**src/rtl/cosmem_arbiter_if.sv**
```systemverilog
// Signal bundle between the COSMAC bus side, the host loader port, the
// arbiter and the registered-output cosmem BRAM.
interface cosmem_arbiter_if #(
   parameter int ADDR_W = 13
);
   logic              cpu_req;
   logic              cpu_we;
   logic [ADDR_W-1:0] cpu_addr;
   logic [7:0]        cpu_wdata;
   logic [7:0]        cpu_rdata;
   logic              cpu_ack;
   logic              cpu_stall;
   logic              cpu_overrun;

   logic              host_req;
   logic              host_we;
   logic [ADDR_W-1:0] host_addr;
   logic [7:0]        host_wdata;
   logic [7:0]        host_rdata;
   logic              host_ack;

   logic              mem_en;
   logic              mem_we;
   logic [ADDR_W-1:0] mem_addr;
   logic [7:0]        mem_wdata;
   logic [7:0]        mem_rdata;

   modport slave (
      input  cpu_req, cpu_we, cpu_addr, cpu_wdata,
      output cpu_rdata, cpu_ack, cpu_stall, cpu_overrun,
      input  host_req, host_we, host_addr, host_wdata,
      output host_rdata, host_ack,
      output mem_en, mem_we, mem_addr, mem_wdata,
      input  mem_rdata
   );

   modport master (
      output cpu_req, cpu_we, cpu_addr, cpu_wdata,
      input  cpu_rdata, cpu_ack, cpu_stall, cpu_overrun,
      output host_req, host_we, host_addr, host_wdata,
      input  host_rdata, host_ack,
      input  mem_en, mem_we, mem_addr, mem_wdata,
      output mem_rdata
   );
endinterface

```
**src/rtl/cosmem_arbiter.sv**
```systemverilog
// Single-port arbiter sharing the cosmem BRAM between the COSMAC bus (fixed
// priority, pulse requests) and a level-handshake host port with starvation guard.
module cosmem_arbiter #(
   parameter int ADDR_W        = 13,
   parameter int HOST_MAX_WAIT = 8,
   parameter int CNT_W         = 4
) (
   input  logic             clk,
   input  logic             reset,
   cosmem_arbiter_if.slave  bus
);
   localparam logic [1:0] ST_IDLE  = 2'd0;
   localparam logic [1:0] ST_ISSUE = 2'd1;
   localparam logic [1:0] ST_CAPT  = 2'd2;
   localparam logic [CNT_W-1:0] CNT_SAT = {CNT_W{1'b1}};

   logic [1:0]        r_state;
   logic              r_win_host;
   logic              r_acc_we;
   logic              r_cpu_pend;
   logic              r_cpu_we;
   logic [ADDR_W-1:0] r_cpu_addr;
   logic [7:0]        r_cpu_wdata;
   logic [CNT_W-1:0]  r_cnt;
   logic              r_cpu_ack;
   logic              r_host_ack;
   logic              r_cpu_stall;
   logic              r_overrun;
   logic [7:0]        r_cpu_rdata;
   logic [7:0]        r_host_rdata;
   logic              r_mem_en;
   logic              r_mem_we;
   logic [ADDR_W-1:0] r_mem_addr;
   logic [7:0]        r_mem_wdata;

   logic w_idle;
   logic w_starved;
   logic w_cpu_want;
   logic w_host_win;
   logic w_cpu_win;
   logic w_cpu_direct;
   logic w_host_waiting;
   logic w_cpu_busy_nxt;
   logic w_pend_nxt;
   logic w_latch;
   logic w_drop;

   generate
      if (HOST_MAX_WAIT == 0) begin : g_host_always
         assign w_starved = 1'b1;
      end else begin : g_host_counted
         assign w_starved = (r_cnt >= CNT_W'(HOST_MAX_WAIT));
      end
   endgenerate

   // A fresh cpu_req in IDLE competes exactly like a pended one.
   assign w_idle         = (r_state == ST_IDLE);
   assign w_cpu_want     = r_cpu_pend | bus.cpu_req;
   assign w_host_win     = w_idle & bus.host_req & (~w_cpu_want | w_starved);
   assign w_cpu_win      = w_idle & ~w_host_win & w_cpu_want;
   assign w_cpu_direct   = w_cpu_win & ~r_cpu_pend;
   assign w_host_waiting = bus.host_req & ~((r_state != ST_IDLE) & r_win_host);
   assign w_cpu_busy_nxt = w_cpu_win | ((r_state == ST_ISSUE) & ~r_win_host);

   always_comb begin
      w_pend_nxt = r_cpu_pend;
      w_latch    = 1'b0;
      w_drop     = 1'b0;
      if (bus.cpu_req && !w_cpu_direct) begin
         if (!r_cpu_pend || w_cpu_win) begin
            w_pend_nxt = 1'b1;
            w_latch    = 1'b1;
         end else begin
            w_drop = 1'b1;
         end
      end else if (w_cpu_win) begin
         w_pend_nxt = 1'b0;
      end
   end

   always_ff @(posedge clk or posedge reset) begin
      if (reset) begin
         r_cpu_pend  <= 1'b0;
         r_cpu_we    <= 1'b0;
         r_cpu_addr  <= '0;
         r_cpu_wdata <= '0;
         r_overrun   <= 1'b0;
         r_cpu_stall <= 1'b0;
      end else begin
         r_cpu_pend  <= w_pend_nxt;
         r_cpu_stall <= w_pend_nxt & ~w_cpu_busy_nxt;
         if (w_drop) r_overrun <= 1'b1;
         if (w_latch) begin
            r_cpu_we    <= bus.cpu_we;
            r_cpu_addr  <= bus.cpu_addr;
            r_cpu_wdata <= bus.cpu_wdata;
         end
      end
   end

   always_ff @(posedge clk or posedge reset) begin
      if (reset) begin
         r_cnt <= '0;
      end else if (w_host_win) begin
         r_cnt <= '0;
      end else if (w_host_waiting && r_cnt != CNT_SAT) begin
         r_cnt <= r_cnt + 1'b1;
      end
   end

   always_ff @(posedge clk or posedge reset) begin
      if (reset) begin
         r_state      <= ST_IDLE;
         r_win_host   <= 1'b0;
         r_acc_we     <= 1'b0;
         r_cpu_ack    <= 1'b0;
         r_host_ack   <= 1'b0;
         r_cpu_rdata  <= '0;
         r_host_rdata <= '0;
         r_mem_en     <= 1'b0;
         r_mem_we     <= 1'b0;
         r_mem_addr   <= '0;
         r_mem_wdata  <= '0;
      end else begin
         r_cpu_ack  <= 1'b0;
         r_host_ack <= 1'b0;
         r_mem_en   <= 1'b0;
         r_mem_we   <= 1'b0;
         case (r_state)
            ST_IDLE: begin
               if (w_host_win) begin
                  r_state     <= ST_ISSUE;
                  r_win_host  <= 1'b1;
                  r_acc_we    <= bus.host_we;
                  r_mem_en    <= 1'b1;
                  r_mem_we    <= bus.host_we;
                  r_mem_addr  <= bus.host_addr;
                  r_mem_wdata <= bus.host_wdata;
               end else if (w_cpu_win) begin
                  r_state    <= ST_ISSUE;
                  r_win_host <= 1'b0;
                  r_mem_en   <= 1'b1;
                  if (r_cpu_pend) begin
                     r_acc_we    <= r_cpu_we;
                     r_mem_we    <= r_cpu_we;
                     r_mem_addr  <= r_cpu_addr;
                     r_mem_wdata <= r_cpu_wdata;
                  end else begin
                     r_acc_we    <= bus.cpu_we;
                     r_mem_we    <= bus.cpu_we;
                     r_mem_addr  <= bus.cpu_addr;
                     r_mem_wdata <= bus.cpu_wdata;
                  end
               end
            end
            ST_ISSUE: r_state <= ST_CAPT;
            ST_CAPT: begin
               // BRAM output is valid here; latch it only for reads.
               r_state <= ST_IDLE;
               if (r_win_host) begin
                  r_host_ack <= 1'b1;
                  if (!r_acc_we) r_host_rdata <= bus.mem_rdata;
               end else begin
                  r_cpu_ack <= 1'b1;
                  if (!r_acc_we) r_cpu_rdata <= bus.mem_rdata;
               end
            end
            default: r_state <= ST_IDLE;
         endcase
      end
   end

   assign bus.cpu_rdata   = r_cpu_rdata;
   assign bus.cpu_ack     = r_cpu_ack;
   assign bus.cpu_stall   = r_cpu_stall;
   assign bus.cpu_overrun = r_overrun;
   assign bus.host_rdata  = r_host_rdata;
   assign bus.host_ack    = r_host_ack;
   assign bus.mem_en      = r_mem_en;
   assign bus.mem_we      = r_mem_we;
   assign bus.mem_addr    = r_mem_addr;
   assign bus.mem_wdata   = r_mem_wdata;
endmodule
```
**src/flat_wrapper.sv**
```systemverilog
// flat-port wrapper written by rule: the top's interface ports become plain ports
module cosmem_arbiter_flat 
#(
   parameter int ADDR_W        = 13,
   parameter int HOST_MAX_WAIT = 8,
   parameter int CNT_W         = 4
)
  (clk, reset, bus_cpu_req, bus_cpu_we, bus_cpu_addr, bus_cpu_wdata, bus_cpu_rdata, bus_cpu_ack, bus_cpu_stall, bus_cpu_overrun, bus_host_req, bus_host_we, bus_host_addr, bus_host_wdata, bus_host_rdata, bus_host_ack, bus_mem_en, bus_mem_we, bus_mem_addr, bus_mem_wdata, bus_mem_rdata);
  cosmem_arbiter_if #(.ADDR_W(ADDR_W)) bus_i ();
  input  logic clk;
  input  logic reset;
  input wire logic [$bits(bus_i.cpu_req)-1:0] bus_cpu_req;
  input wire logic [$bits(bus_i.cpu_we)-1:0] bus_cpu_we;
  input wire logic [$bits(bus_i.cpu_addr)-1:0] bus_cpu_addr;
  input wire logic [$bits(bus_i.cpu_wdata)-1:0] bus_cpu_wdata;
  output wire logic [$bits(bus_i.cpu_rdata)-1:0] bus_cpu_rdata;
  output wire logic [$bits(bus_i.cpu_ack)-1:0] bus_cpu_ack;
  output wire logic [$bits(bus_i.cpu_stall)-1:0] bus_cpu_stall;
  output wire logic [$bits(bus_i.cpu_overrun)-1:0] bus_cpu_overrun;
  input wire logic [$bits(bus_i.host_req)-1:0] bus_host_req;
  input wire logic [$bits(bus_i.host_we)-1:0] bus_host_we;
  input wire logic [$bits(bus_i.host_addr)-1:0] bus_host_addr;
  input wire logic [$bits(bus_i.host_wdata)-1:0] bus_host_wdata;
  output wire logic [$bits(bus_i.host_rdata)-1:0] bus_host_rdata;
  output wire logic [$bits(bus_i.host_ack)-1:0] bus_host_ack;
  output wire logic [$bits(bus_i.mem_en)-1:0] bus_mem_en;
  output wire logic [$bits(bus_i.mem_we)-1:0] bus_mem_we;
  output wire logic [$bits(bus_i.mem_addr)-1:0] bus_mem_addr;
  output wire logic [$bits(bus_i.mem_wdata)-1:0] bus_mem_wdata;
  input wire logic [$bits(bus_i.mem_rdata)-1:0] bus_mem_rdata;
  assign bus_i.cpu_req = bus_cpu_req;
  assign bus_i.cpu_we = bus_cpu_we;
  assign bus_i.cpu_addr = bus_cpu_addr;
  assign bus_i.cpu_wdata = bus_cpu_wdata;
  assign bus_cpu_rdata = bus_i.cpu_rdata;
  assign bus_cpu_ack = bus_i.cpu_ack;
  assign bus_cpu_stall = bus_i.cpu_stall;
  assign bus_cpu_overrun = bus_i.cpu_overrun;
  assign bus_i.host_req = bus_host_req;
  assign bus_i.host_we = bus_host_we;
  assign bus_i.host_addr = bus_host_addr;
  assign bus_i.host_wdata = bus_host_wdata;
  assign bus_host_rdata = bus_i.host_rdata;
  assign bus_host_ack = bus_i.host_ack;
  assign bus_mem_en = bus_i.mem_en;
  assign bus_mem_we = bus_i.mem_we;
  assign bus_mem_addr = bus_i.mem_addr;
  assign bus_mem_wdata = bus_i.mem_wdata;
  assign bus_i.mem_rdata = bus_mem_rdata;
  cosmem_arbiter #(.ADDR_W(ADDR_W), .HOST_MAX_WAIT(HOST_MAX_WAIT), .CNT_W(CNT_W)) u_core (.clk(clk), .reset(reset), .bus(bus_i));
endmodule
```
**config.mk**
```make
export PLATFORM = sky130hd
export DESIGN_NAME = cosmem_arbiter_flat
export DESIGN_NICKNAME = d
export VERILOG_FILES = /design/src/rtl/cosmem_arbiter_if.sv /design/src/rtl/cosmem_arbiter.sv /design/src/flat_wrapper.sv
export SDC_FILE = /design/constraint.sdc
export NUM_CORES = 1
export LEC_CHECK = 0
export CAP_MARGIN = 20
export CORE_MARGIN = 2
export CORE_UTILIZATION = 45
export DETAILED_ROUTE_END_ITERATION = 10
export GPL_ROUTABILITY_DRIVEN = 0
export GPL_TIMING_DRIVEN = 0
export PLACE_DENSITY = 0.77
export SLEW_MARGIN = 20
export SYNTH_ARGS = -nofsm -noshare
export SYNTH_HDL_FRONTEND = slang
export SYNTH_SLANG_ARGS = --single-unit
export TNS_END_PERCENT = 50
```
**constraint.sdc**
```tcl
create_clock -name clk -period 2.9 [get_ports clk]
set_input_delay 0.29 -clock clk [delete_from_list [all_inputs] [get_ports clk]]
set_output_delay 0.29 -clock clk [all_outputs]
set_load 0.01 [all_outputs]
```
==> impl_metrics.toml <==
[outcome]
outcome = "finished, final reports clean"

[logic_synthesis]
yosysWarnings = 0
syn_area_mm2 = 0.00349
synth_seq_cells = 74
synth_edf_count = 0
avgSynthCellArea_um2 = 11.7
synth.net_count = 357
synth-async-reset-ratio_pct = 100
synth_top_area_share_pct = 53.1
yosysTopAreaCell = "dfrtp_1"
synth-seq-area-share_pct = 53.1
ys.flop_type = "dfrtp_1"
synth_cell_types = 38
synth.area.top_cells = "dfrtp_1 53%, mux2_2 13%, a221oi_1 5.5%, nor2b_1 4.7%, o31ai_1 4.5%"
syn_inst = 299

[clocking]
numCtsBuffers = 9
clock_latency_ns = 0.35
cts_tree = "done"
cts-resized-gates = 0
root_buffer = "clkbuf_8"
cts_hold_buf = 0
post_cts_buffers = 0
cts.sinks = 74
clkTransAtPathRegs_ns = 0.08
cts_buffer_depth = 2
htree_levels = 3

[layout]
diodes = 0
most-common-layout-cells = "97 x clkdlybuf4s50_1, 74 x dfrtp_1, 39 x mux2_2"
drive_gt1_share_pct = 17.7
syn_to_final_growth_pct = 38.2
final_cells = 515
fin_area_mm2 = 0.00482
nets = 466
final_util_pct = 63.4
final_common_cell = "clkdlybuf4s50_1"

[routing]
post_drt_wl_per_cell_um = 16.6
antenna_left = 0
via_count = 2842
drt_iter0_markers = 184
firstDrtPassIters = 4
routed_via_density = 5.52
drc_errors = 0
routed_wl_mm = 8.57

[global_routing]
grt_max_degree = 55
antenna_found_initial = 0
grt_usage_pct = 21.2
grt_overflow = 0
grt_pass1_vias = 2815
grt_pass1_wl_mm = 13.9

[worst_setup_path]
worstPathRequired_ns = 3.13
r2r_end = "u_core.r_cpu_addr[10]"
crit_start = "u_core.r_state[1]"
critPathSlowestCell = "mux2i_1"
ff2ff_path_depth = 4
worstPathArrival_ns = 2.27
critPathLaunchType = "register"
max_stage_delay_ns = 0.56
path_max_fanout = 10
crit_buf_inv = 1
crit_path_end_kind = "register"
cp_top_family = "multiplexers"
criticalPathCategory = "reg -> reg"
crit_path_cell_trace = "a211oi_1 -> mux2i_1 -> buf_6 -> mux2_2"
worst_r2r_startpoint = "u_core.r_state[1]"
r2r_slack_ns = 0.87

[pwr]
p_switching_uw = 1880
ir_drop_uv = 518
clkPwrFrac_pct = 15.7
combPwrFrac_pct = 49.1
switching_share_pct = 36.0
leakagePower_uw = 0.00194
pwr-share-seq_pct = 35.2
intPower_uw = 3350
pwr_density_cell_mw_per_mm2 = 1090

[timing]
fin_skew_ns = 0.00657
slew_headroom_pct = 60.6
worst_pin_slew_ns = 0.574
finalCritPeriodShare_pct = 70.2
hold_violations = 0
setup_viol = 0
post-route-min-period_ns = 2.03
drv_slew = 0
rsz0062_at_grt = "false"
fmaxAchievable_mhz = 492
holdWs_ns = 0.243

[worst_hold_path]
hold_class = "in -> async"

[floorplan]
rows = 32
coreArea_mm2 = 0.00761
start_util_pct = 45.8
ios = 99
die_y_um = 92.0
dieArea_mm2 = 0.00847
die_w_um = 92.0

[job]
maxCapViolations = 0

[place]
portBuffers = 97
dpl_cell_area_mm2 = 0.00462
place_hpwl_mm = 6.15
dpl.cell_count = 499
[cell type report]
class | instances | area, um^2
repair buffers | 98 | 998
well taps | 102 | 128
inverters | 5 | 21.3
multi-input cells | 193 | 1460
clock buffers | 12 | 155
flip-flops and latches | 74 | 1850
clock inverters | 4 | 50.0
fillers | 642 | 2790
plain buffers | 27 | 153
[worst max-delay path by stage]
stage / endpoint / slack [ns] / depth (start not counted)
final: u_core.r_cpu_addr[10] / 0.87 / 4
after detailed placement: u_core.r_cpu_addr[3] / 0.66 / 5
after global placement: u_core.r_cpu_addr[7] / -0.50 / 2
after global routing: u_core.r_cpu_addr[10] / 0.79 / 4
after floorplan: u_core.bus.cpu_ack / 0.73 / 1
after CTS: u_core.r_cpu_addr[3] / 0.87 / 4
[cell usage after synthesis (3+ instances only)]
master,count
a221oi_1,22
mux2_2,39
mux2i_1,3
nor3_1,23
o21ai_0,25
inv_1,5
buf_2,7
clkbuf_1,11
nor2_1,3
buf_6,5
o31ai_1,21
and3_1,3
dfrtp_1,74
a21oi_1,4
nor2b_1,26
[routing by layer]
| metal | wire length [um] | global-route usage [%] | vias to the layer above | part of all wire, % |
|---|---|---|---|---|
| met4 | 123 | 7.21 | 0 | 1.4 |
| li1 | - | - | 1326 | - |
| met1 | 3730 | 28.5 | 1380 | 43 |
| met5 | 0 | 0 | - | 0 |
| met2 | 4110 | 34.7 | 124 | 48 |
| met3 | 611 | 3.94 | 12 | 7.1 |
[logic make-up (layout without fill, tap and decap cells)]
group	count (synthesis)	count (layout)	share of synthesized area, %
AOI/OAI and AO/OA	81	81	16.3
adders and majority gates	2	2	0.718
buffers and inverters	32	146	4.92
DFF	74	74	53.1
muxes	42	42	13.5
and+or+nand+nor	68	68	11.5
[metrics by stage]
step           TNS, ns  power, uW  setup WS [ns]
2_1_floorplan        0       3370          0.728
3_3_place_gp    -36.72       4350         -0.501
3_5_place_dp         0       4440          0.656
4_1_cts              0       5270          0.871
5_1_grt              0       5580          0.790
6_report             0       5240          0.866
[worst reg2reg max path, stage by stage, from the launching register on]
cell and delay (ns):
dfrtp_1 0.47, a211oi_1 0.31, mux2i_1 0.56, buf_6 0.24, mux2_2 0.35
[sequential cells by signal (all words and copies together), names as in the netlist, 2 cells and up]
signal	cells
u_core.r_cpu_wdata	8
u_core.r_cpu_addr	13
u_core.bus.mem_addr	13
u_core.r_cnt	4
u_core.bus.mem_wdata	8
u_core.r_state	2
u_core.bus.host_rdata	8
u_core.bus.cpu_rdata	8
[power groups by stage]
stage / combinational [uW] / clock (uW) / sequential (uW)
6_report: 2570 / 824 / 1840
2_1_floorplan: 1450 / 0 / 1930
5_1_grt: 2800 / 886 / 1900
4_1_cts: 2590 / 837 / 1840
3_3_place_gp: 2520 / 0 / 1830
3_5_place_dp: 2590 / 0 / 1860
(Power assumes the default switching activity.)
